## src/rtl/shift_sequencer_if.sv

```systemverilog
// Command/status bundle for shift_sequencer: load/start command side in, register view out.
interface shift_sequencer_if #(
  parameter int WIDTH = 8
);
  localparam int AW = $clog2(WIDTH + 1);

  logic [WIDTH-1:0] D;
  logic             load;
  logic             start;
  logic [AW-1:0]    amt;
  logic             left;
  logic [1:0]       mode;
  logic             sin;
  logic [WIDTH-1:0] Q;
  logic             sout;
  logic             busy;
  logic             done;
  logic [AW-1:0]    remaining;

  modport master (
    output D, load, start, amt, left, mode, sin,
    input  Q, sout, busy, done, remaining
  );

  modport slave (
    input  D, load, start, amt, left, mode, sin,
    output Q, sout, busy, done, remaining
  );
endinterface

```

## src/rtl/shift_sequencer.sv

```systemverilog
// Multi-cycle shift engine: one single-bit shift per clock, selectable fill mode,
// clamped shift count, start/busy/done handshake and last shifted-out bit.
module shift_sequencer #(
  parameter int WIDTH = 8,
  parameter int AW    = $clog2(WIDTH + 1)
) (
  input  logic              i_clock,
  input  logic              i_clear,
  shift_sequencer_if.slave  io
);

  typedef enum logic [1:0] {
    S_IDLE  = 2'd0,
    S_SHIFT = 2'd1,
    S_DONE  = 2'd2
  } state_t;

  localparam logic [1:0] MODE_LOGIC  = 2'b00;
  localparam logic [1:0] MODE_SERIAL = 2'b01;
  localparam logic [1:0] MODE_ROTATE = 2'b10;
  localparam logic [1:0] MODE_ARITH  = 2'b11;

  state_t           r_state, w_state_nxt;
  logic [WIDTH-1:0] r_q, w_q_nxt;
  logic             r_sout, w_sout_nxt;
  logic [AW-1:0]    r_rem, w_rem_nxt;
  logic             r_left, w_left_nxt;
  logic [1:0]       r_mode, w_mode_nxt;
  logic             r_busy;
  logic             r_done;

  logic [AW-1:0]    w_amt_clamp;
  logic [WIDTH-1:0] w_shifted;
  logic             w_out_bit;
  logic             w_fill;

  assign w_amt_clamp = (io.amt > AW'(WIDTH)) ? AW'(WIDTH) : io.amt;

  // One-bit shift of the current register using the direction/mode latched at start.
  always_comb begin
    w_fill    = 1'b0;
    w_out_bit = 1'b0;
    w_shifted = r_q;
    if (r_left) begin
      w_out_bit = r_q[WIDTH-1];
      case (r_mode)
        MODE_SERIAL: w_fill = io.sin;
        MODE_ROTATE: w_fill = r_q[WIDTH-1];
        default:     w_fill = 1'b0;
      endcase
      w_shifted = {r_q[WIDTH-2:0], w_fill};
    end else begin
      w_out_bit = r_q[0];
      case (r_mode)
        MODE_SERIAL: w_fill = io.sin;
        MODE_ROTATE: w_fill = r_q[0];
        MODE_ARITH:  w_fill = r_q[WIDTH-1];
        default:     w_fill = 1'b0;
      endcase
      w_shifted = {w_fill, r_q[WIDTH-1:1]};
    end
  end

  always_comb begin
    w_state_nxt = r_state;
    w_q_nxt     = r_q;
    w_sout_nxt  = r_sout;
    w_rem_nxt   = r_rem;
    w_left_nxt  = r_left;
    w_mode_nxt  = r_mode;
    case (r_state)
      S_SHIFT: begin
        w_q_nxt    = w_shifted;
        w_sout_nxt = w_out_bit;
        w_rem_nxt  = r_rem - AW'(1);
        if (r_rem == AW'(1)) w_state_nxt = S_DONE;
      end
      default: begin
        // IDLE and DONE take commands the same way, so a new start can follow done directly.
        if (io.load) w_q_nxt = io.D;
        if (io.start) begin
          w_left_nxt  = io.left;
          w_mode_nxt  = io.mode;
          w_rem_nxt   = w_amt_clamp;
          w_state_nxt = (w_amt_clamp != '0) ? S_SHIFT : S_DONE;
        end else begin
          w_state_nxt = S_IDLE;
        end
      end
    endcase
  end

  always_ff @(posedge i_clock) begin
    if (i_clear) begin
      r_state <= S_IDLE;
      r_q     <= '0;
      r_sout  <= 1'b0;
      r_rem   <= '0;
      r_left  <= 1'b0;
      r_mode  <= MODE_LOGIC;
      r_busy  <= 1'b0;
      r_done  <= 1'b0;
    end else begin
      r_state <= w_state_nxt;
      r_q     <= w_q_nxt;
      r_sout  <= w_sout_nxt;
      r_rem   <= w_rem_nxt;
      r_left  <= w_left_nxt;
      r_mode  <= w_mode_nxt;
      r_busy  <= (w_state_nxt == S_SHIFT);
      r_done  <= (w_state_nxt == S_DONE);
    end
  end

  assign io.Q         = r_q;
  assign io.sout      = r_sout;
  assign io.busy      = r_busy;
  assign io.done      = r_done;
  assign io.remaining = r_rem;

endmodule

```

## src/flat_wrapper.sv

```systemverilog
// flat-port wrapper written by rule: the top's interface ports become plain ports
module shift_sequencer_flat 
#(
  parameter int WIDTH = 8,
  parameter int AW    = $clog2(WIDTH + 1)
)
  (i_clock, i_clear, io_D, io_load, io_start, io_amt, io_left, io_mode, io_sin, io_Q, io_sout, io_busy, io_done, io_remaining);
  shift_sequencer_if #(.WIDTH(WIDTH)) io_i ();
  input  logic i_clock;
  input  logic i_clear;
  input wire logic [$bits(io_i.D)-1:0] io_D;
  input wire logic [$bits(io_i.load)-1:0] io_load;
  input wire logic [$bits(io_i.start)-1:0] io_start;
  input wire logic [$bits(io_i.amt)-1:0] io_amt;
  input wire logic [$bits(io_i.left)-1:0] io_left;
  input wire logic [$bits(io_i.mode)-1:0] io_mode;
  input wire logic [$bits(io_i.sin)-1:0] io_sin;
  output wire logic [$bits(io_i.Q)-1:0] io_Q;
  output wire logic [$bits(io_i.sout)-1:0] io_sout;
  output wire logic [$bits(io_i.busy)-1:0] io_busy;
  output wire logic [$bits(io_i.done)-1:0] io_done;
  output wire logic [$bits(io_i.remaining)-1:0] io_remaining;
  assign io_i.D = io_D;
  assign io_i.load = io_load;
  assign io_i.start = io_start;
  assign io_i.amt = io_amt;
  assign io_i.left = io_left;
  assign io_i.mode = io_mode;
  assign io_i.sin = io_sin;
  assign io_Q = io_i.Q;
  assign io_sout = io_i.sout;
  assign io_busy = io_i.busy;
  assign io_done = io_i.done;
  assign io_remaining = io_i.remaining;
  shift_sequencer #(.WIDTH(WIDTH), .AW(AW)) u_core (.i_clock(i_clock), .i_clear(i_clear), .io(io_i));
endmodule
```

## config.mk

```make
export PLATFORM = sky130hd
export DESIGN_NAME = shift_sequencer_flat
export DESIGN_NICKNAME = d
export VERILOG_FILES = /design/src/rtl/shift_sequencer_if.sv /design/src/rtl/shift_sequencer.sv /design/src/flat_wrapper.sv
export SDC_FILE = /design/constraint.sdc
export NUM_CORES = 1
export LEC_CHECK = 0
export ABC_CLOCK_PERIOD_IN_PS = 2900
export CORE_MARGIN = 8
export CORE_UTILIZATION = 49
export CTS_CLUSTER_SIZE = 16
export DETAILED_ROUTE_END_ITERATION = 12
export GPL_TIMING_DRIVEN = 0
export PLACE_DENSITY = 0.84
export SYNTH_ARGS = -nofsm -noshare
export SYNTH_HDL_FRONTEND = slang
export SYNTH_SLANG_ARGS = --single-unit
```

## constraint.sdc

```tcl
create_clock -name i_clock -period 2.9 [get_ports i_clock]
set_input_delay 0.435 -clock i_clock [delete_from_list [all_inputs] [get_ports i_clock]]
set_output_delay 0.435 -clock i_clock [all_outputs]
set_load 0.02 [all_outputs]
```

# Word-level counts from Yosys, hierarchy flattened
# Index checks and enable logic that the tools add are counted.
# word_totals
ff_bits	20
input_bits	20
output_inout_bits	15
elab_cells	38
# classes
add_sub_neg	1
n_lt_le_gt_ge	1
eq_ne	8
muxes	13
bitwise_logic	1
n_reduce_logical	5
# op_table
operator	count
two-way mux 8 bit	3
two-way mux 4 bit	3
two-way mux 2 bit	4
== test 2 x 1 -> 1 bit, second input constant	3
== test 2 bit, second input constant	3
== test 4 x 1 -> 1 bit, second input constant	1
> comparator 4 bit, second input constant	1
AND reduction 2 bit	2
nonzero test 2 bit	2
nonzero test 4 bit	1
subtractor 4 x 1 -> 4 bit, second input constant	1
inequality test 3 x 2 -> 1 bit, second input constant	1
one-hot mux 1 bit (3 select lines)	1
one-hot mux 1 bit (2 select lines)	1
two-way mux 1 bit	1
inverter 1 bit	1

# Longest topological paths before layout
# depth
depth_word	7
depth_mapped	6
mapped_depth_nobuf	6

# Worst setup path after synthesis
# No wires, ideal clock.
# synth_path
path_type	register -> register
from	reg u_core.r_mode[0]
to	reg u_core.r_q[7], in the netlist u_core.io.Q[7]
arrival_time_ns	1.078
setup_slack_ns	1.690
path_stages_with_launch	7
path_cell_list	dfxtp_1 inv_1 ha_1 a22oi_1 nor3_2 a211oi_2 o31ai_2
# synth_via
elab_chain_cells	4
# synth_lines
element	line_no	source
start, declared	shift_sequencer.sv:28	logic [1:0] r_mode, w_mode_nxt;
start signal, assigned	shift_sequencer.sv:109	r_mode <= w_mode_nxt;
== test 2 bit or == test 2 x 1 -> 1 bit (tied branches)	shift_sequencer.sv:54	case (r_mode)
one-hot mux 1 bit (3 select lines)	shift_sequencer.sv:54	
two-way mux 8 bit	shift_sequencer.sv:44	if (r_left) begin
two-way mux 8 bit	shift_sequencer.sv:71	case (r_state)
end signal, assigned	shift_sequencer.sv:105	r_q <= w_q_nxt;
end, declared	shift_sequencer.sv:24	logic [WIDTH-1:0] r_q, w_q_nxt;
# Several ways; a longest one is shown, not always the timed one.
# A chain may end at the register's enable or synchronous reset.

# Final worst setup path
# layout_path
from	reg u_core.r_q[0], in the netlist u_core.io.Q[0]
to	out io_Q[0]
# layout_lines
element	line_no	source
end, declared	flat_wrapper.sv:18	output wire logic [$bits(io_i.Q)-1:0] io_Q;
# No word-level cell between the ends.

==> run_results.csv <==
group,metric,value,unit
timing,drv_slew,0,
placement,hpwl,2200,um
global_route,grt_pass1_wl,4690,um
power_and_ir_drop,ir_drop,0.328,mV
floorplan,initial_core_util,51.3,%
clock_tree,root_buffer,"clkbuf_4",
synth,synth_top_area_share,35.6,%
synth,synth-async-reset-ratio,0,%
setup_path,path_buf_inv,1,
setup_path,required,2.47,ns
floorplan,die_area,4080,um^2
synth,synth.distinct_cells,33,
global_route,first_global_vias,1113,
timing,worst_slew_pin_slew,0.498,ns
route,viasPerCell,5.70,
placement,dp_cells,183,
setup_path,critPathLaunchType,"register",
placement,dpl_worst_slack,1.22,ns
final_layout,layout-drive-gt1-share,12.6,%
synth,netlist_area,1120,um^2
synth,synth_nets,147,
final_layout,nFillCells,165,
global_route,grt_overflow,0,
synth,avgSynthCellArea,9.21,um^2
floorplan,dieHeight,63.9,um
setup_path,cpPeakStageDelay,0.64,ns
setup_path,cp.arrival,1.38,ns
timing,finalHoldViolCount,0,
clock_tree,insertion_delay,0.29,ns
final_layout,final_util,69.6,%
setup_path,worstPathMaxFanout,5,
placement,placedInstanceArea,1490,um^2
setup_path,cp_top_family,"buffers and inverters",
clock_tree,ctsLongestPathBuffers,2,
route,drtIter0Drc,20,
outcome,status,"completed",
setup_path,cp_slowest_cell,"clkdlybuf4s50_1",
clock_tree,cts_tree,"done",
synth,syn_inst,122,
timing,whs,0.506,ns
route,totalWireLength,2850,um
placement,numPortBuffers,33,
synth,yosys_warnings,0,
synth,yosysSeqAreaShare,35.6,%
floorplan,die_x,63.9,um
clock_tree,h-tree-depth,1,
synth,synth_area_leader_cell,"dfxtp_1",
setup_path,path_cells,"clkdlybuf4s50_1",
route,vias,1066,
final_layout,final_cell_mix,"clkdlybuf4s50_1 (33), dfxtp_1 (20), a211oi_1 (14)",
clock_tree,clkTransAtPathRegs,0.11,ns
clock_tree,numCtsBuffers,3,
final_layout,final_common_cell,"clkdlybuf4s50_1",
worst_hold_path,hold_class,"reg -> reg",
final_layout,diodes,0,
setup_path,crit_type,"reg -> out",
global_route,grt_max_degree,12,
timing,fin_tns_setup,0,ns
power_and_ir_drop,power,0.709,mW
placement,place.gp.congestion,0.805,
power_and_ir_drop,power_density,465,nW/um^2
setup_path,critPathCaptureType,"primary output",
final_layout,syn2layout_area_growth,35.7,%
synth,synth_ff_type,"dfxtp_1",
clock_tree,cts_setup_buffers,0,
synth,synth_area_leaders,"dfxtp_1 (36%), a211oi_1 (9.4%), mux2i_1 (7.1%), ha_1 (5.6%), a21oi_1 (4.9%)",
final_layout,fin_cells,187,
floorplan,core.rowCount,17,
route,antenna_left,0,
final_layout,design_area,1530,um^2
timing,fin_skew,0.00238,ns
synth,synth_edf_count,0,
global_route,antenna_found_initial,0,
route,wl_per_cell,15.2,um
timing,relSlewSlack,66.8,%
global_route,track_usage,13.6,%
synth,yosys_register_bits,20,
timing,rsz0062_at_grt,"false",
power_and_ir_drop,leakage,0.579,nW
timing,timing.fmax,0.551,GHz
timing,setup_viol,0,
clock_tree,cts_hold_buf,0,
timing,fin_crit,1.81,ns
floorplan,core_area,2190,um^2
clock_tree,clock-sinks,20,
route,firstDrtPassIters,4,
route,drc,0,
final_layout,nNetsFinal,185,
clock_tree,cts_resized,0,
timing,fin_ws,1.09,ns
run,max-cap-violations,0,
floorplan,num_io_pins,35,
timing,min_period_over_period,62.6,%
-- logic make-up after synthesis --
logic type	count (synthesis)	share of synthesized area, %
buffers and inverters	14	7.35
AOI/OAI and AO/OA	37	22.9
DFF	20	35.6
and+or+nand+nor	38	21.4
muxes	8	7.13
adders and majority gates	5	5.57
-- power breakdown --
part           switching, mW  leakage, nW  total [mW]  internal, mW
clock                 0.0841       0.0210       0.161        0.0765
combinational          0.109        0.393       0.221         0.113
sequential            0.0268        0.165       0.327         0.300
total                  0.219        0.579       0.709         0.489
-- final cells by class --
type	count	area (um^2)	share of cell area (%)
multi-input combinational	88	641	42.0
sequential	20	400	26.3
timing repair buffer	33	330	21.7
buffer	9	63.8	4.18
clock buffer	4	36.3	2.38
tap	28	35.0	2.30
inverter	5	18.8	1.23
-- cells in the mapped netlist (2+ instances only) --
cell and number:
clkbuf_1 2, mux2i_1 8, nand3b_1 2, ha_1 5
nand4b_1 2, nor2_1 5, nor3_1 3, nand3_1 4
nand2_1 5, nor3_2 2, a211oi_1 14, and2b_1 7
inv_1 5, o21ai_1 2, a21oi_1 11, a31oi_1 2
a22oi_1 2, dfxtp_1 20, a211oi_2 2, nor2_2 2
buf_2 2, buf_6 3, a221oi_1 2
-- worst paths after layout --
kind,slack (ns),from,endpoint,cells past startpoint
hold / removal,0.51,u_core.r_mode[1]$_SDFFE_PP0P_,u_core.r_mode[1]$_SDFFE_PP0P_,2
setup / recovery,1.09,u_core.io.Q[0]$_SDFFE_PP0P_,io_Q[0],1
setup reg to reg,1.56,u_core.r_mode[0]$_SDFFE_PP0P_,u_core.io.Q[7]$_SDFFE_PP0P_,6
hold reg to reg,0.51,u_core.r_mode[1]$_SDFFE_PP0P_,u_core.r_mode[1]$_SDFFE_PP0P_,2
-- tightest hold or removal path, cell delays in order, from the launching register on --
cell and delay [ns]:
dfxtp_1 0.35, nand2_1 0.06, a21oi_1 0.06
-- flip-flops by register name (all words and copies together) (netlist names) --
signal and count:
u_core.io.Q 8, u_core.io.busy 1, u_core.io.done 1, u_core.io.remaining 4
u_core.io.sout 1, u_core.r_left 1, u_core.r_mode 2, u_core.r_state 2
-- per-layer routing --
layer | GRT usage (%) | vias up | wire length (um)
li1 | - | 521 | -
met1 | 14.2 | 497 | 1190
met2 | 23.1 | 42 | 1320
met3 | 6.27 | 6 | 303
met4 | 5.85 | 0 | 38
met5 | 0 | - | 0
Note: power is estimated with default switching activity, not from simulation.
